[config.mk]
export PLATFORM = sky130hd
export DESIGN_NAME = msrv32_pipe_stage
export DESIGN_NICKNAME = d
export VERILOG_FILES = /design/src/rtl/msrv32_pkg.sv /design/src/rtl/msrv32_stage_reg.sv /design/src/rtl/msrv32_pipe_stage.sv
export SDC_FILE = /design/constraint.sdc
export NUM_CORES = 1
export LEC_CHECK = 0
export ABC_CLOCK_PERIOD_IN_PS = 26800
export CORE_MARGIN = 4
export CORE_UTILIZATION = 55
export CTS_BUF_LIST = sky130_fd_sc_hd__clkbuf_16
export CTS_CLUSTER_SIZE = 10
export DETAILED_ROUTE_END_ITERATION = 16
export GPL_TIMING_DRIVEN = 1
export PLACE_DENSITY = 0.87
export SYNTH_ARGS = -nofsm -noshare
export SYNTH_HDL_FRONTEND = slang
export SYNTH_SLANG_ARGS = --single-unit
[constraint.sdc]
create_clock -name clk_in -period 26.8 [get_ports clk_in]
set_input_delay 2.68 -clock clk_in [delete_from_list [all_inputs] [get_ports clk_in]]
set_output_delay 2.68 -clock clk_in [all_outputs]
set_load 0.1 [all_outputs]
[src/rtl/msrv32_pkg.sv]
// Shared definitions for the msrv32 pipeline stage: occupancy states,
// default boot address and the iadder capture rule.
package msrv32_pkg;

    typedef enum logic [1:0] {
        ST_EMPTY = 2'd0,
        ST_ONE   = 2'd1,
        ST_FULL  = 2'd2
    } stage_state_t;

    localparam logic [31:0] DEFAULT_BOOT_ADDRESS = 32'h0000_0000;

    // A taken branch target must be halfword aligned, so bit 0 is dropped.
    function automatic logic [31:0] capture_iadder(input logic [31:0] iadder,
                                                   input logic        branch_taken);
        return {iadder[31:1], branch_taken ? 1'b0 : iadder[0]};
    endfunction

endpackage

[src/rtl/msrv32_stage_reg.sv]
// One pipeline entry: pc, iadder, side-effect enables and payload,
// with asynchronous reset and a load enable.
module msrv32_stage_reg #(
    parameter int          DATA_W   = 160,
    parameter int          CTRL_W   = 8,
    parameter logic [31:0] RESET_PC = 32'h0000_0000
) (
    input  logic              clk,
    input  logic              rst,
    input  logic              load,
    input  logic [31:0]       next_pc,
    input  logic [31:0]       next_iadder,
    input  logic [CTRL_W-1:0] next_ctrl,
    input  logic [DATA_W-1:0] next_data,
    output logic [31:0]       pc,
    output logic [31:0]       iadder,
    output logic [CTRL_W-1:0] ctrl,
    output logic [DATA_W-1:0] data
);

    always_ff @(posedge clk or posedge rst) begin
        if (rst) begin
            pc     <= RESET_PC;
            iadder <= '0;
            ctrl   <= '0;
            data   <= '0;
        end else if (load) begin
            pc     <= next_pc;
            iadder <= next_iadder;
            ctrl   <= next_ctrl;
            data   <= next_data;
        end
    end

endmodule

[src/rtl/msrv32_pipe_stage.sv]
// Valid/ready pipeline stage between msrv32 units; optional two-entry skid
// buffer keeps in_ready registered so out_ready never reaches upstream.
module msrv32_pipe_stage
    import msrv32_pkg::*;
#(
    parameter int          DATA_W       = 160,
    parameter int          CTRL_W       = 8,
    parameter logic [31:0] BOOT_ADDRESS = DEFAULT_BOOT_ADDRESS,
    parameter int          SKID_EN      = 1
) (
    input  logic              clk_in,
    input  logic              reset_in,
    input  logic              flush_in,
    input  logic              in_valid,
    output logic              in_ready,
    input  logic [31:0]       in_pc,
    input  logic [31:0]       in_iadder,
    input  logic              in_branch_taken,
    input  logic [CTRL_W-1:0] in_ctrl,
    input  logic [DATA_W-1:0] in_data,
    output logic              out_valid,
    input  logic              out_ready,
    output logic [31:0]       out_pc,
    output logic [31:0]       out_iadder,
    output logic [CTRL_W-1:0] out_ctrl,
    output logic [DATA_W-1:0] out_data,
    output logic [15:0]       bubble_cnt
);

    stage_state_t      state, next_state;
    logic              in_xfer, out_xfer;
    logic              main_load, main_from_skid, skid_load;
    logic [31:0]       cap_iadder;
    logic [31:0]       main_pc, main_iadder, skid_pc, skid_iadder;
    logic [CTRL_W-1:0] main_ctrl, skid_ctrl;
    logic [DATA_W-1:0] main_data, skid_data;
    logic [31:0]       main_next_pc, main_next_iadder;
    logic [CTRL_W-1:0] main_next_ctrl;
    logic [DATA_W-1:0] main_next_data;

    assign out_valid  = (state != ST_EMPTY);
    assign in_xfer    = in_valid && in_ready;
    assign out_xfer   = out_valid && out_ready;
    assign cap_iadder = capture_iadder(in_iadder, in_branch_taken);

    generate
        if (SKID_EN != 0) begin : g_skid_ready
            assign in_ready = (state != ST_FULL);
        end else begin : g_comb_ready
            assign in_ready = !out_valid || out_ready;
        end
    endgenerate

    always_ff @(posedge clk_in or posedge reset_in) begin
        if (reset_in) state <= ST_EMPTY;
        else          state <= next_state;
    end

    always_comb begin
        next_state     = state;
        main_load      = 1'b0;
        main_from_skid = 1'b0;
        skid_load      = 1'b0;
        if (flush_in) begin
            next_state = ST_EMPTY;
        end else begin
            case (state)
                ST_EMPTY: begin
                    if (in_xfer) begin
                        main_load  = 1'b1;
                        next_state = ST_ONE;
                    end
                end
                ST_ONE: begin
                    if (in_xfer && out_xfer) begin
                        main_load = 1'b1;
                    end else if (in_xfer) begin
                        // Without a skid entry in_ready already implies out_ready.
                        if (SKID_EN != 0) begin
                            skid_load  = 1'b1;
                            next_state = ST_FULL;
                        end else begin
                            main_load = 1'b1;
                        end
                    end else if (out_xfer) begin
                        next_state = ST_EMPTY;
                    end
                end
                ST_FULL: begin
                    if (out_xfer) begin
                        main_load      = 1'b1;
                        main_from_skid = 1'b1;
                        next_state     = ST_ONE;
                    end
                end
                default: next_state = ST_EMPTY;
            endcase
        end
    end

    always_comb begin
        if (main_from_skid) begin
            main_next_pc     = skid_pc;
            main_next_iadder = skid_iadder;
            main_next_ctrl   = skid_ctrl;
            main_next_data   = skid_data;
        end else begin
            main_next_pc     = in_pc;
            main_next_iadder = cap_iadder;
            main_next_ctrl   = in_ctrl;
            main_next_data   = in_data;
        end
    end

    msrv32_stage_reg #(
        .DATA_W   (DATA_W),
        .CTRL_W   (CTRL_W),
        .RESET_PC (BOOT_ADDRESS)
    ) u_main (
        .clk         (clk_in),
        .rst         (reset_in),
        .load        (main_load),
        .next_pc     (main_next_pc),
        .next_iadder (main_next_iadder),
        .next_ctrl   (main_next_ctrl),
        .next_data   (main_next_data),
        .pc          (main_pc),
        .iadder      (main_iadder),
        .ctrl        (main_ctrl),
        .data        (main_data)
    );

    msrv32_stage_reg #(
        .DATA_W   (DATA_W),
        .CTRL_W   (CTRL_W),
        .RESET_PC (32'h0000_0000)
    ) u_skid (
        .clk         (clk_in),
        .rst         (reset_in),
        .load        (skid_load),
        .next_pc     (in_pc),
        .next_iadder (cap_iadder),
        .next_ctrl   (in_ctrl),
        .next_data   (in_data),
        .pc          (skid_pc),
        .iadder      (skid_iadder),
        .ctrl        (skid_ctrl),
        .data        (skid_data)
    );

    assign out_pc     = main_pc;
    assign out_iadder = main_iadder;
    assign out_data   = main_data;
    assign out_ctrl   = out_valid ? main_ctrl : '0;

    always_ff @(posedge clk_in or posedge reset_in) begin
        if (reset_in) begin
            bubble_cnt <= '0;
        end else if (!out_valid && out_ready && !flush_in && (bubble_cnt != 16'hFFFF)) begin
            bubble_cnt <= bubble_cnt + 16'd1;
        end
    end

endmodule

# Word level (Yosys, flattened, before mapping)
# Index checks and enable logic that the tools add are counted.
[classes] add_sub_neg=1 eq_ne=8 n_mux=23 n_reduce_logical=11
[op_table] cell="2-to-1 mux 160 bit" n=1
[op_table] cell="2-to-1 mux 32 bit" n=2
[op_table] cell="adder 16 x 1 -> 16 bit (second input constant)" n=1
[op_table] cell="2-to-1 mux 8 bit" n=2
[op_table] cell="!= test 16 bit (second input constant)" n=1
[op_table] cell="2-to-1 mux 2 bit" n=6
[op_table] cell="2-to-1 mux 1 bit" n=10
[op_table] cell="!= test 3 bit (second input constant)" n=3
[op_table] cell="logical AND 1 bit" n=6
[op_table] cell="one-hot mux 2 bit (3 select lines)" n=1
[op_table] cell="!= test 4 bit (second input constant)" n=1
[op_table] cell="AND reduction 4 bit" n=1
[op_table] cell="one-hot mux 1 bit (3 select lines)" n=1
[op_table] cell="== test 2 x 1 -> 1 bit (second input constant)" n=1
[op_table] cell="== test 2 bit (second input constant)" n=1
[op_table] cell="logical NOT 1 bit" n=2
[op_table] cell="logical NOT 2 bit" n=1
[op_table] cell="!= test 2 bit (second input constant)" n=1
[op_table] cell="nonzero test 2 bit" n=1
[word_totals] regBits=482 in_bits=238 output_inout_bits=250 elab_cells=53

# Depth between registers and ports, before layout
[logic_depth] ltp_word=7 mapped_depth=8 ltp_nobuf=5

# By module
# From an unflattened synthesis, not the netlist that was laid out.
[unflattened] hier_cells=1341 hier_area_um2=22494.1
[by_module_without_submodules] mod="msrv32_stage_reg" n_inst=2 cells_each=491 area_per_inst_um2=9362.7 seq_area_each_um2=5805.6
[by_module_without_submodules] mod="msrv32_pipe_stage" n_inst=1 cells_each=359 area_per_inst_um2=3768.6 seq_area_each_um2=450.4

# Worst setup path after synthesis
# Ideal clock, no wire load.
[synth_path] path_type="register to output" from="register state[0]" to="output out_ctrl[0]" arrival_ns=1.910 required_time_ns=24.120 setup_slack_ns=22.210 path_stages_with_launch=4 n_path_buf=1 cell_sequence="dfrtp_1 -> buf_2 -> nor2_2 -> nor2b_1"
[synth_via] elab_chain_len=2
[synth_lines] element="start, declared" line="msrv32_pipe_stage.sv:30" source="stage_state_t state, next_state;"
[synth_lines] element="start signal, assigned" line="msrv32_pipe_stage.sv:56" source="else state <= next_state;"
[synth_lines] element="nonzero test 2 bit" line="msrv32_pipe_stage.sv:41" source="assign out_valid = (state != ST_EMPTY);"
[synth_lines] element="2-to-1 mux 8 bit" line="msrv32_pipe_stage.sv:154" source="assign out_ctrl = out_valid ? main_ctrl : '0;"
[synth_lines] element="end, declared" line="msrv32_pipe_stage.sv:25" source="output logic [CTRL_W-1:0] out_ctrl,"
# Every way passes these cells.

# Worst setup path after layout
[layout_path] from="input in_valid" to="register u_main.data[78]"
[layout_via] elab_chain_len=5 word_cells_on_any_way=6 cone_classes="mux (4); reduce/logical (2)"
[layout_lines] element="start, declared" line="msrv32_pipe_stage.sv:14" source="input logic in_valid,"
[layout_lines] element="logical AND 1 bit (*)" line="msrv32_pipe_stage.sv:42" source="assign in_xfer = in_valid && in_ready;"
[layout_lines] element="logical AND 1 bit" line="msrv32_pipe_stage.sv:75" source="if (in_xfer && out_xfer) begin"
[layout_lines] element="2-to-1 mux 1 bit" line="msrv32_pipe_stage.sv:75"
[layout_lines] element="one-hot mux 1 bit (3 select lines) (*)" line="msrv32_pipe_stage.sv:67" source="case (state)"
[layout_lines] element="2-to-1 mux 1 bit (*)" line="msrv32_pipe_stage.sv:64" source="if (flush_in) begin"
[layout_lines] element="end signal, assigned" line="msrv32_stage_reg.sv:31" source="data <= next_data;"
[layout_lines] element="end, declared" line="msrv32_stage_reg.sv:18" source="output logic [DATA_W-1:0] data"
# Every way passes the cells marked *; elsewhere a longest branch is shown, timed or not.
# A chain may end at the register's enable or synchronous reset.

==> impl_metrics.env <==
export IMPL_power_leakage_nw=11.8
export IMPL_synth_seq_cells=482
export IMPL_synth_net_count=1580
export IMPL_die_width_microns=205
export IMPL_grt_use_total=0.248
export IMPL_worstPathCellList="clkdlybuf4s50_1 > nor2b_1 > o21ai_1 > a21oi_4 > buf_4 > buf_4 > mux2_2"
export IMPL_placed_area_sq_um=26400
export IMPL_drive_gt1_frac=0.332
export IMPL_crit_arrival_ns=6.17
export IMPL_startpoint_type="input pin"
export IMPL_ys_types=41
export IMPL_start_util=0.561
export IMPL_crit_path_top_delay_cell="buf_4"
export IMPL_fin_setup_tns_ns=0
export IMPL_avgSynthCellArea_sq_um=15.9
export IMPL_critical_path_most_common_cell="buf_4"
export IMPL_synth_area_sq_um=21300
export IMPL_post_place_cells=2274
export IMPL_yosysMostFrequentCell="dfrtp_1"
export IMPL_synth_common_cells="dfrtp_1, mux2_2, mux2_1, mux2_4, buf_2"
export IMPL_cts_tree="built"
export IMPL_cts_setup_buffers=0
export IMPL_grt_pass1_wl_mm=81.2
export IMPL_critPathMaxFanout=73
export IMPL_critPathKind="input pin to flop"
export IMPL_maxCapViolCount=0
export IMPL_vias=12859
export IMPL_crit_family="buffers and inverters"
export IMPL_ctsResizeCount=0
export IMPL_fin_crit_sh=0.213
export IMPL_portBuffers=487
export IMPL_synth_warnings=0
export IMPL_wl_per_cell_microns=22.5
export IMPL_fin_area_sq_um=27900
export IMPL_gp_congestion=0.813
export IMPL_setup_viol=0
export IMPL_synth_ff_type="dfrtp_1"
export IMPL_hold_class="flop to flop"
export IMPL_root_buffer="clkbuf_16"
export IMPL_utilization=0.734
export IMPL_synth_area_leaders="dfrtp_1, mux2_2, mux2_1, mux2_4, buf_6"
export IMPL_cts_sinks=482
export IMPL_slew_viol_final=0
export IMPL_worstPathRequired_ns=27.26
export IMPL_ios=488
export IMPL_grt_max_degree=167
export IMPL_max_freq_ghz=0.175
export IMPL_final_nets=2058
export IMPL_via_per_inst=5.47
export IMPL_die_h_microns=205
export IMPL_cts_htree_levels=2
export IMPL_slew_headroom=0.217
export IMPL_rsz0062_at_grt="false"
export IMPL_cts_path_max_buffers=3
export IMPL_synth_edff_count=0
export IMPL_netlist_area_leader_share=0.566
export IMPL_antenna_found_initial=14
export IMPL_postSynth_asyncResetShare=1.00
export IMPL_area_growth_synth_to_final_pct=30.8
export IMPL_core_rowCount=71
export IMPL_power_per_cell_area_nw_per_um2=95.2
export IMPL_dieArea_sq_um=41900
export IMPL_period_needed_ns=5.70
export IMPL_detail_route_wirelength_mm=53.0
export IMPL_drtIter0Drc=462
export IMPL_holdWs_ns=0.488
export IMPL_ir_drop_mv=0.0825
export IMPL_drc=0
export IMPL_worstSkewPairLatency_ns=0.58
export IMPL_max_stage_delay_ns=0.88
export IMPL_cp_num_buf_inv=3
export IMPL_status="complete, no violations"
export IMPL_synth_largest_area_cell="dfrtp_1"
export IMPL_fill_cells=2422
export IMPL_grt_overflow_total=0
export IMPL_first_pass_iters=4
export IMPL_postCtsHoldBufs=0
export IMPL_numCtsBuffers=54
export IMPL_clkTransAtPathRegs_ns=0.05
export IMPL_grt_pass1_vias=14162
export IMPL_syn_inst=1341
export IMPL_skew_ns=0.00984
export IMPL_core_area_sq_um=37900
export IMPL_post_dp_hpwl_mm=35.7
export IMPL_stdcell_count=2350
export IMPL_synth_yosys_seq_area_share=0.566
export IMPL_worst_pin_slew_ns=1.17
export IMPL_hold_viol=0
export IMPL_drt_antenna_violating_nets=0
export IMPL_endpoint_kind="flop"
## layout by cell type, fill, tap and decap left out, types with 3 or more instances in the layout
cell | netlist | routed
clkbuf_16 | 0 | 57
nor3_1 | 3 | 3
clkdlybuf4s50_1 | 0 | 486
nand2_1 | 8 | 8
a211oi_1 | 5 | 5
mux2_4 | 59 | 59
inv_1 | 5 | 7
dfrtp_1 | 482 | 482
nand3_1 | 7 | 6
nor2b_1 | 11 | 11
mux2_1 | 171 | 171
diode_2 | 0 | 14
nand4_1 | 3 | 3
buf_4 | 10 | 12
nor4_1 | 3 | 3
mux2_2 | 465 | 465
xor2_1 | 13 | 13
## per-layer routing
metal / share of wire / global-route usage / up-vias
met5: 0.00023 / 0 / -
met4: 0.051 / 0.120 / 2
met3: 0.073 / 0.0806 / 126
met2: 0.50 / 0.415 / 381
met1: 0.37 / 0.288 / 6591
li1: - / - / 5759
## state kept, by name, summed over array words and instances, names as in the netlist
register,cells
u_main.data,160
u_skid.data,160
u_main.iadder,32
u_main.pc,32
u_skid.iadder,32
u_skid.pc,32
bubble_cnt,16
u_main.ctrl,8
u_skid.ctrl,8
state,2
## where the power goes
group          switching [mW]  leakage [nW]  internal [mW]
logic                   0.700          5.29          0.311
clock network           0.267         0.724          0.370
registers              0.0976          5.80          0.905
total                    1.06          11.8           1.59
## final timing paths
check / from / end / slack [ns] / cells after the start
min in group asynchronous: reset_in / u_skid.data[84] / 2.64 / 2
max reg2reg: state[1] / u_main.data[78] / 23.28 / 6
max in group asynchronous: reset_in / u_skid.pc[28] / 21.78 / 4
min reg2reg: u_skid.iadder[0] / u_skid.iadder[0] / 0.49 / 2
max: in_valid / u_main.data[78] / 21.10 / 7
min: u_skid.iadder[0] / u_skid.iadder[0] / 0.49 / 2
## area by class of cell
class                      count  area, sq um  share of cell area
clock buffer                  57         1430              0.0512
antenna                       14         35.0             0.00126
inverter                       5         26.3            0.000943
sequential                   482        12100               0.433
tap                          511          639              0.0230
timing repair buffer         500         4990               0.179
multi-input combinational    776         8650               0.310
clock inverter                 5         20.0            0.000719
## worst min-delay path, delay by kind of cell, from the launching register on
| kind | cells | cell delay [ns] |
|---|---|---|
| flops | 1 | 0.34 |
| compound gates | 1 | 0.07 |
| simple gates | 1 | 0.05 |
## logic make-up (layout without fill, tap and decap cells)
| kind of cell | Yosys count | count (layout) | synth area share |
|---|---|---|---|
| and+or+nand+nor | 50 | 50 | 0.0148 |
| DFF | 482 | 482 | 0.566 |
| other | 0 | 14 | 0 |
| adders and majority gates | 1 | 1 | 0.000587 |
| xor gates and xnor gates | 14 | 14 | 0.00576 |
| buffers and inverters | 83 | 567 | 0.0290 |
| AOI/OAI and AO/OA | 16 | 16 | 0.00570 |
| muxes | 695 | 695 | 0.378 |
## per-stage QoR
| step | setup WS, ns | power, mW |
|---|---|---|
| floorplan | 10.67 | 1.75 |
| global placement | 20.58 | 1.99 |
| detailed placement | 20.59 | 2.02 |
| CTS | 21.20 | 2.67 |
| global route | 20.98 | 2.75 |
| finish | 21.10 | 2.65 |
Note: power is estimated with default switching activity, not from simulation.
